===== src/rtl/wb_pkg.sv =====
// Shared types and helpers for the writeback stage: entry layout and result select.
package wb_pkg;
    localparam int DATA_W = 8;
    localparam int ADDR_W = 5;
    localparam int CNT_W  = 16;

    typedef struct packed {
        logic              we;
        logic [ADDR_W-1:0] rd;
        logic [DATA_W-1:0] data;
    } wb_entry_t;

    function automatic logic [DATA_W-1:0] wb_select(input logic              mem_to_reg,
                                                    input logic [DATA_W-1:0] alu,
                                                    input logic [DATA_W-1:0] mem);
        return mem_to_reg ? mem : alu;
    endfunction
endpackage


===== src/rtl/wb_fifo2.sv =====
// Two-entry FIFO of writeback entries; exposes both entries in age order for bypass lookup.
module wb_fifo2
    import wb_pkg::*;
(
    input  logic                  clk_i,
    input  logic                  rst_ni,
    input  logic                  push_i,
    input  logic                  pop_i,
    input  wb_entry_t             entry_i,
    output logic [1:0]            count_o,
    output wb_entry_t [1:0]       ent_o,
    output logic [1:0]            vld_o
);
    logic [1:0]  count_q, count_d;
    logic        head_q, head_d;
    logic        tail_q, tail_d;
    wb_entry_t   mem_q [2];
    logic        do_push, do_pop;

    // Pop is gated on occupancy, so an empty queue never passes an entry straight through.
    assign do_push = push_i && (count_q != 2'd2);
    assign do_pop  = pop_i  && (count_q != 2'd0);

    always_comb begin
        count_d = count_q;
        head_d  = head_q;
        tail_d  = tail_q;
        if (do_push) begin
            tail_d = ~tail_q;
        end
        if (do_pop) begin
            head_d = ~head_q;
        end
        case ({do_push, do_pop})
            2'b10:   count_d = count_q + 2'd1;
            2'b01:   count_d = count_q - 2'd1;
            default: count_d = count_q;
        endcase
    end

    always_ff @(posedge clk_i or negedge rst_ni) begin
        if (!rst_ni) begin
            count_q  <= 2'd0;
            head_q   <= 1'b0;
            tail_q   <= 1'b0;
            mem_q[0] <= '0;
            mem_q[1] <= '0;
        end else begin
            count_q <= count_d;
            head_q  <= head_d;
            tail_q  <= tail_d;
            if (do_push) begin
                mem_q[tail_q] <= entry_i;
            end
        end
    end

    assign count_o = count_q;

    // Slot 0 is the head (oldest), slot 1 the entry behind it (youngest when full).
    for (genvar gi = 0; gi < 2; gi++) begin : g_age
        assign ent_o[gi] = mem_q[head_q ^ 1'(gi)];
        assign vld_o[gi] = (count_q > 2'(gi));
    end
endmodule


===== src/rtl/wb_stage.sv =====
// Writeback stage: buffers MEM results, drains them to the register file, offers bypass lookup.
module wb_stage
    import wb_pkg::*;
(
    input  logic              clk_i,
    input  logic              rst_ni,
    input  logic              in_valid_i,
    output logic              in_ready_o,
    input  logic              in_reg_write_i,
    input  logic              in_mem_to_reg_i,
    input  logic [ADDR_W-1:0] in_rd_i,
    input  logic [DATA_W-1:0] in_alu_result_i,
    input  logic [DATA_W-1:0] in_mem_data_i,
    input  logic              wb_hold_i,
    output logic [ADDR_W-1:0] write_reg_o,
    output logic [DATA_W-1:0] write_reg_data_o,
    output logic              reg_write_o,
    input  logic [ADDR_W-1:0] lookup_rs_i,
    output logic              lookup_hit_o,
    output logic [DATA_W-1:0] lookup_data_o,
    output logic [CNT_W-1:0]  retire_count_o
);
    wb_entry_t        new_entry;
    wb_entry_t [1:0]  ent;
    logic [1:0]       vld;
    logic [1:0]       hit;
    logic [1:0]       count;
    logic             push, pop;
    logic [CNT_W-1:0] retire_q, retire_d;

    // x0 writes are dropped here so nothing downstream has to special-case them.
    assign new_entry.we   = in_reg_write_i && (in_rd_i != '0);
    assign new_entry.rd   = in_rd_i;
    assign new_entry.data = wb_select(in_mem_to_reg_i, in_alu_result_i, in_mem_data_i);

    assign in_ready_o = (count != 2'd2);
    assign push       = in_valid_i && in_ready_o;
    assign pop        = (count != 2'd0) && !wb_hold_i;

    wb_fifo2 u_fifo (
        .clk_i   (clk_i),
        .rst_ni  (rst_ni),
        .push_i  (push),
        .pop_i   (pop),
        .entry_i (new_entry),
        .count_o (count),
        .ent_o   (ent),
        .vld_o   (vld)
    );

    assign reg_write_o      = vld[0] && ent[0].we && !wb_hold_i;
    assign write_reg_o      = vld[0] ? ent[0].rd   : '0;
    assign write_reg_data_o = vld[0] ? ent[0].data : '0;

    for (genvar gi = 0; gi < 2; gi++) begin : g_hit
        assign hit[gi] = vld[gi] && ent[gi].we && (ent[gi].rd == lookup_rs_i) && (lookup_rs_i != '0);
    end

    // Younger entry shadows the head, matching the order the register file will see them.
    assign lookup_hit_o  = |hit;
    assign lookup_data_o = hit[1] ? ent[1].data : (hit[0] ? ent[0].data : '0);

    assign retire_d = pop ? retire_q + 1'b1 : retire_q;

    always_ff @(posedge clk_i or negedge rst_ni) begin
        if (!rst_ni) begin
            retire_q <= '0;
        end else begin
            retire_q <= retire_d;
        end
    end

    assign retire_count_o = retire_q;
endmodule


===== config.mk =====
export PLATFORM = sky130hd
export DESIGN_NAME = wb_stage
export DESIGN_NICKNAME = d
export VERILOG_FILES = /design/src/rtl/wb_pkg.sv /design/src/rtl/wb_fifo2.sv /design/src/rtl/wb_stage.sv
export SDC_FILE = /design/constraint.sdc
export NUM_CORES = 1
export LEC_CHECK = 0
export ABC_CLOCK_PERIOD_IN_PS = 3000
export CAP_MARGIN = 20
export CORE_MARGIN = 4
export CORE_UTILIZATION = 50
export DETAILED_ROUTE_END_ITERATION = 10
export PLACE_DENSITY = 0.77
export REMOVE_ABC_BUFFERS = 1
export SLEW_MARGIN = 20
export SYNTH_ARGS = -nofsm -noshare
export SYNTH_HDL_FRONTEND = slang
export SYNTH_HIERARCHICAL = 1
export SYNTH_SLANG_ARGS = --single-unit

===== constraint.sdc =====
create_clock -name clk_i -period 3 [get_ports clk_i]
set_clock_uncertainty 0.15 [all_clocks]
set_input_delay 0.3 -clock clk_i [delete_from_list [all_inputs] [get_ports clk_i]]
set_output_delay 0.3 -clock clk_i [all_outputs]
set_load 0.005 [all_outputs]

Word level (Yosys, flattened, before mapping) --
Index checks and enable logic that the tools add are counted.
Word-level totals: bits in registers 48, latch bits 0, memory bits (writable) 0, bits in read-only memories 0, bits of input ports 32, output and inout port bits 40, logic and storage cells 63, memories 0
Operators by class: $add $sub $neg 3, $mul 0, divide/modulo/power cells 0, order comparisons 6, eq/ne operators 5, shift-type cells 0, muxes and demuxes 15, bitwise logic cells 5, reduce and logical (&&, ||, !) cells 19
Operators by type and width (count):
- $mux W14 | 7
- $mux W8 | 4
- $bwmux W28 | 1
- $add A16 B1 Y16 const B | 1
- $demux W14 S1 | 1
- $logic_and A1 B1 Y1 | 13
- $eq A5 B5 Y1 | 2
- $reduce_bool A5 Y1 | 2
- $ge A2 B2 Y1 const B | 3
- $not A1 Y2 | 3
- $mux W5 | 1
- $gt A2 B1 Y1 const B | 2
- $pmux W2 S2 | 1
- $reduce_bool A2 Y1 | 2
- $add A2 B1 Y2 const B | 1
- $eq A2 B1 Y1 const B | 1
- $eq A2 B2 Y1 const B | 1
- $lt A2 B1 Y1 const B | 1
- $ne A2 B2 Y1 const B | 1
- $not A1 Y1 | 2
- $reduce_or A2 Y1 | 1
- $sub A2 B1 Y2 const B | 1
- $logic_not A1 Y1 | 1

Longest topological paths before layout --
depth after elaboration 9, gate-level depth with buffers 8

By module --
The synthesis kept the hierarchy.
Modules (own cells, without submodules):
- wb_fifo2 | times used 1, cells an instance 111, area an instance 1630.3 sq um, sequential area each 800.8 sq um
- wb_stage | times used 1, cells an instance 141, area an instance 1292.5 sq um, sequential area each 400.4 sq um

Least setup slack after synthesis --
No wires, ideal clock.
path kind flip-flop to output port, from register u_fifo.head_q, to output port lookup_data_o[0], arrival time 1931 ps, path slack 619 ps, cell stages (with the launch flop) 8, cells stage by stage dfrtp_1 > buf_2 > buf_2 > mux2_2 > a2111oi_2 > nand4_1 > buf_2 > mux2i_1
RTL lines:
- start: declaration | line wb_fifo2.sv:15 | logic head_q, head_d;
- start signal: assignment | line wb_fifo2.sv:44 | head_q <= 1'b0;
- start signal: assignment | line wb_fifo2.sv:50 | head_q <= head_d;
- end: declaration | line wb_stage.sv:20 | output logic [DATA_W-1:0] lookup_data_o,

==> summary.txt <==
Run status
  – Status: finished, final reports clean

Clock tree
  – H-tree depth: 2
  – TritonCTS clock tree: yes
  – Clock Path Buffers: 2
  – CTS sink count: 48
  – Clk_lat worst skew: 0.30 ns
  – Clock Pin Slew Worst Setup and Hold Paths: 0.09 ns
  – Clock Tree Root: clkbuf_8
  – CTS buffer count: 5

Layout
  – Share of cells above drive strength 1: 31.40%
  – Finished Layout Cells: 416
  – Filler cells: 441
  – Multi-input gate area: 1632 um^2
  – Final Instance Area: 3968 um^2
  – Most frequent cells in the layout: mux2_2 (62), clkdlybuf4s50_1 (61), dfrtp_1 (46)
  – Finished Core Util: 71.18%
  – Commonest non-fill, non-tap cell in the layout: mux2_2
  – Final-stage net count: 380
  – Sequential Area: 1204 um^2
  – Area grow syn2layout: 35.75%
  – # diodes: 0

Routing
  – Met3 routed WL: 352 um
  – Via count: 2169
  – DRT Pass-1 Iters: 4
  – Remaining antenna violation count: 0
  – Drt drc: 0
  – Post-Route WL: 6361 um
  – Iter 0 DRT Violations: 98
  – Via/cell ratio: 5.214
  – DRT met1 WL: 2801 um
  – Metal2 WL: 3150 um
  – WL/cell: 15.29 um
  – Top sig layer: met4

Setup path
  – CP Class: register to primary output
  – Setup crit end kind: primary output
  – Max FO, Critical Path: 4
  – Arr. time, crit path: 2.43 ns
  – Startpoint Class: register
  – Crit path required time: 2.55 ns

Floorplanning
  – Core footprint: 5574 um^2
  – I/O Pins: 72
  – Die area: 7133 um^2
  – Die height: 84.46 um
  – Rows: 27
  – Die X: 84.46 um
  – Initial Util: 52.44%

GRT
  – GRT Residual Overflow: 0
  – Initial antenna violation count: 0
  – First-pass GRT wire length: 10480 um
  – GRT Util Overall: 17.97%
  – Largest net degree at the start of global routing: 49
  – Vias in the first global route: 2237

Yosys
  – Synth top area cells: dfrtp_1 (41%), mux2_2 (25%), xor2_1 (4.8%)
  – Yosys warns: 6
  – Syn Area/Cell: 11.60 um^2
  – Yosys top cell area share: 41.10%
  – Flops & latches, synth: 48
  – Yosys top cell by area: dfrtp_1
  – Synth Instances: 252
  – Synth cell types: 37
  – Sequential cell area fraction in the yosys report: 41.10%
  – Cell Area, Synth: 2923 um^2

STA
  – Slew headroom: 59.89%
  – Max-slew violations: 0
  – Final Critical Period: 2.877 ns
  – Period utilisation layout: 95.91%
  – PnR worst setup slack: 0.1228 ns
  – Min Hold Slack: 0.3201 ns
  – Worst Tran Pin Value: 0.6016 ns
  – Final hold viol count: 0
  – Peak Freq: 347.6 MHz
  – Setup_tns: 0 ns
  – Setup violations, final: 0

Job
  – Maxcap violations: 0

Power
  – Lkg Pwr: 1.882 nW
  – Final Power: 3.687 mW
  – Worst vdd ir: 0.5463 mV
  – Cell area power density: 929.2 nW/um^2

Placement
  – IO Port Bufs: 71
  – Placed cell count: 395
  – Pre-CTS setup slack: 0.01947 ns
  – DP Area: 3729 um^2
  – GP Congestion: 0.8203
  – Hpwl dp: 4680 um

Hold path
  – Hold Path Class: register to register
[power breakdown]
part	total, mW	internal, mW	leakage (nW)	switching, mW
Combinational	2.13	1.31	1.25	0.825
Clock	0.395	0.187	0.0445	0.207
Sequential	1.16	0.917	0.590	0.241
Total	3.69	2.41	1.88	1.27
[flip-flops by register name (all words and copies together), names as in the netlist]
| name | cells |
|---|---|
| u_fifo/mem_q | 28 |
| retire_count_o | 16 |
| u_fifo/count_o | 2 |
| u_fifo/head_q | 1 |
| u_fifo/tail_q | 1 |
[cells in the mapped netlist]
library cell / n
a2111oi_2: 1
a222oi_1: 1
and2_1: 14
and3_1: 2
and4_1: 1
buf_2: 4
buf_6: 2
clkbuf_1: 2
dfrtp_1: 48
ha_1: 5
inv_1: 15
inv_2: 1
mux2_2: 64
mux2i_1: 8
nand2_1: 15
nand2_2: 1
nand2b_1: 1
nand3_1: 5
nand3b_4: 1
nand4_1: 9
nand4_4: 1
nor2_1: 8
nor2b_1: 3
nor3_1: 2
nor3_2: 2
nor3b_4: 1
nor4_1: 1
nor4_2: 1
nor4_4: 1
o21a_1: 1
o21ai_0: 1
o21bai_4: 1
or2b_1: 1
or3b_4: 1
or4_1: 1
xnor2_1: 10
xor2_1: 16
[path summary, 6_finish.rpt]
check	from	endpoint	slack [ns]	depth (start not counted)
min in group asynchronous	rst_ni	u_fifo/mem_q[14]	0.39	2
max	u_fifo/head_q	lookup_data_o[3]	0.12	10
max in group asynchronous	rst_ni	u_fifo/count_o[1]	1.86	2
min	retire_count_o[15]	retire_count_o[15]	0.32	1
max reg2reg	u_fifo/count_o[0]	u_fifo/mem_q[27]	1.08	5
min reg2reg	retire_count_o[15]	retire_count_o[15]	0.32	1
[cell type report]
type,instances,share of cell area (%)
Clock inverter,1,0.1892
Clock buffer,7,2.176
Tap cell,72,2.271
Sequential cell,48,30.34
Multi-Input combinational cell,180,41.12
Timing Repair Buffer,92,22.39
Inverter,16,1.514
[repair_timing]
action	4_1_cts	5_1_grt
setup buffers	1	11
endpoints found under the setup margin	9	6
hold endpoints to repair	0	48
pin swaps	0	2
hold buffers	0	1
resized for setup	8	16
[per-layer routing]
| layer | vias to the layer above | GRT usage (%) |
|---|---|---|
| met5 | - | 0 |
| met2 | 73 | 31.28 |
| met3 | 7 | 4.612 |
| met4 | 0 | 3.885 |
| met1 | 1034 | 22.57 |
| li1 | 1055 | - |
[critical path: stages, from the launching register on]
cell and delay [ns]:
dfrtp_2 0.42, buf_4 0.16, mux2_4 0.30, xor2_1 0.18
nor4_4 0.31, buf_4 0.16, buf_4 0.10, buf_4 0.10
nand4_1 0.09, mux2i_1 0.14, dlymetal6s2s_1 0.15
[cells by family after synthesis]
family / share of synthesized area [%]
muxes: 27.40
DFF: 41.10
buffers and inverters: 3.767
adders and majority gates: 2.140
and+or+nand+nor: 15.88
xor gates and xnor gates: 7.791
AOI/OAI and AO/OA: 1.926
(Power assumes the default switching activity.)
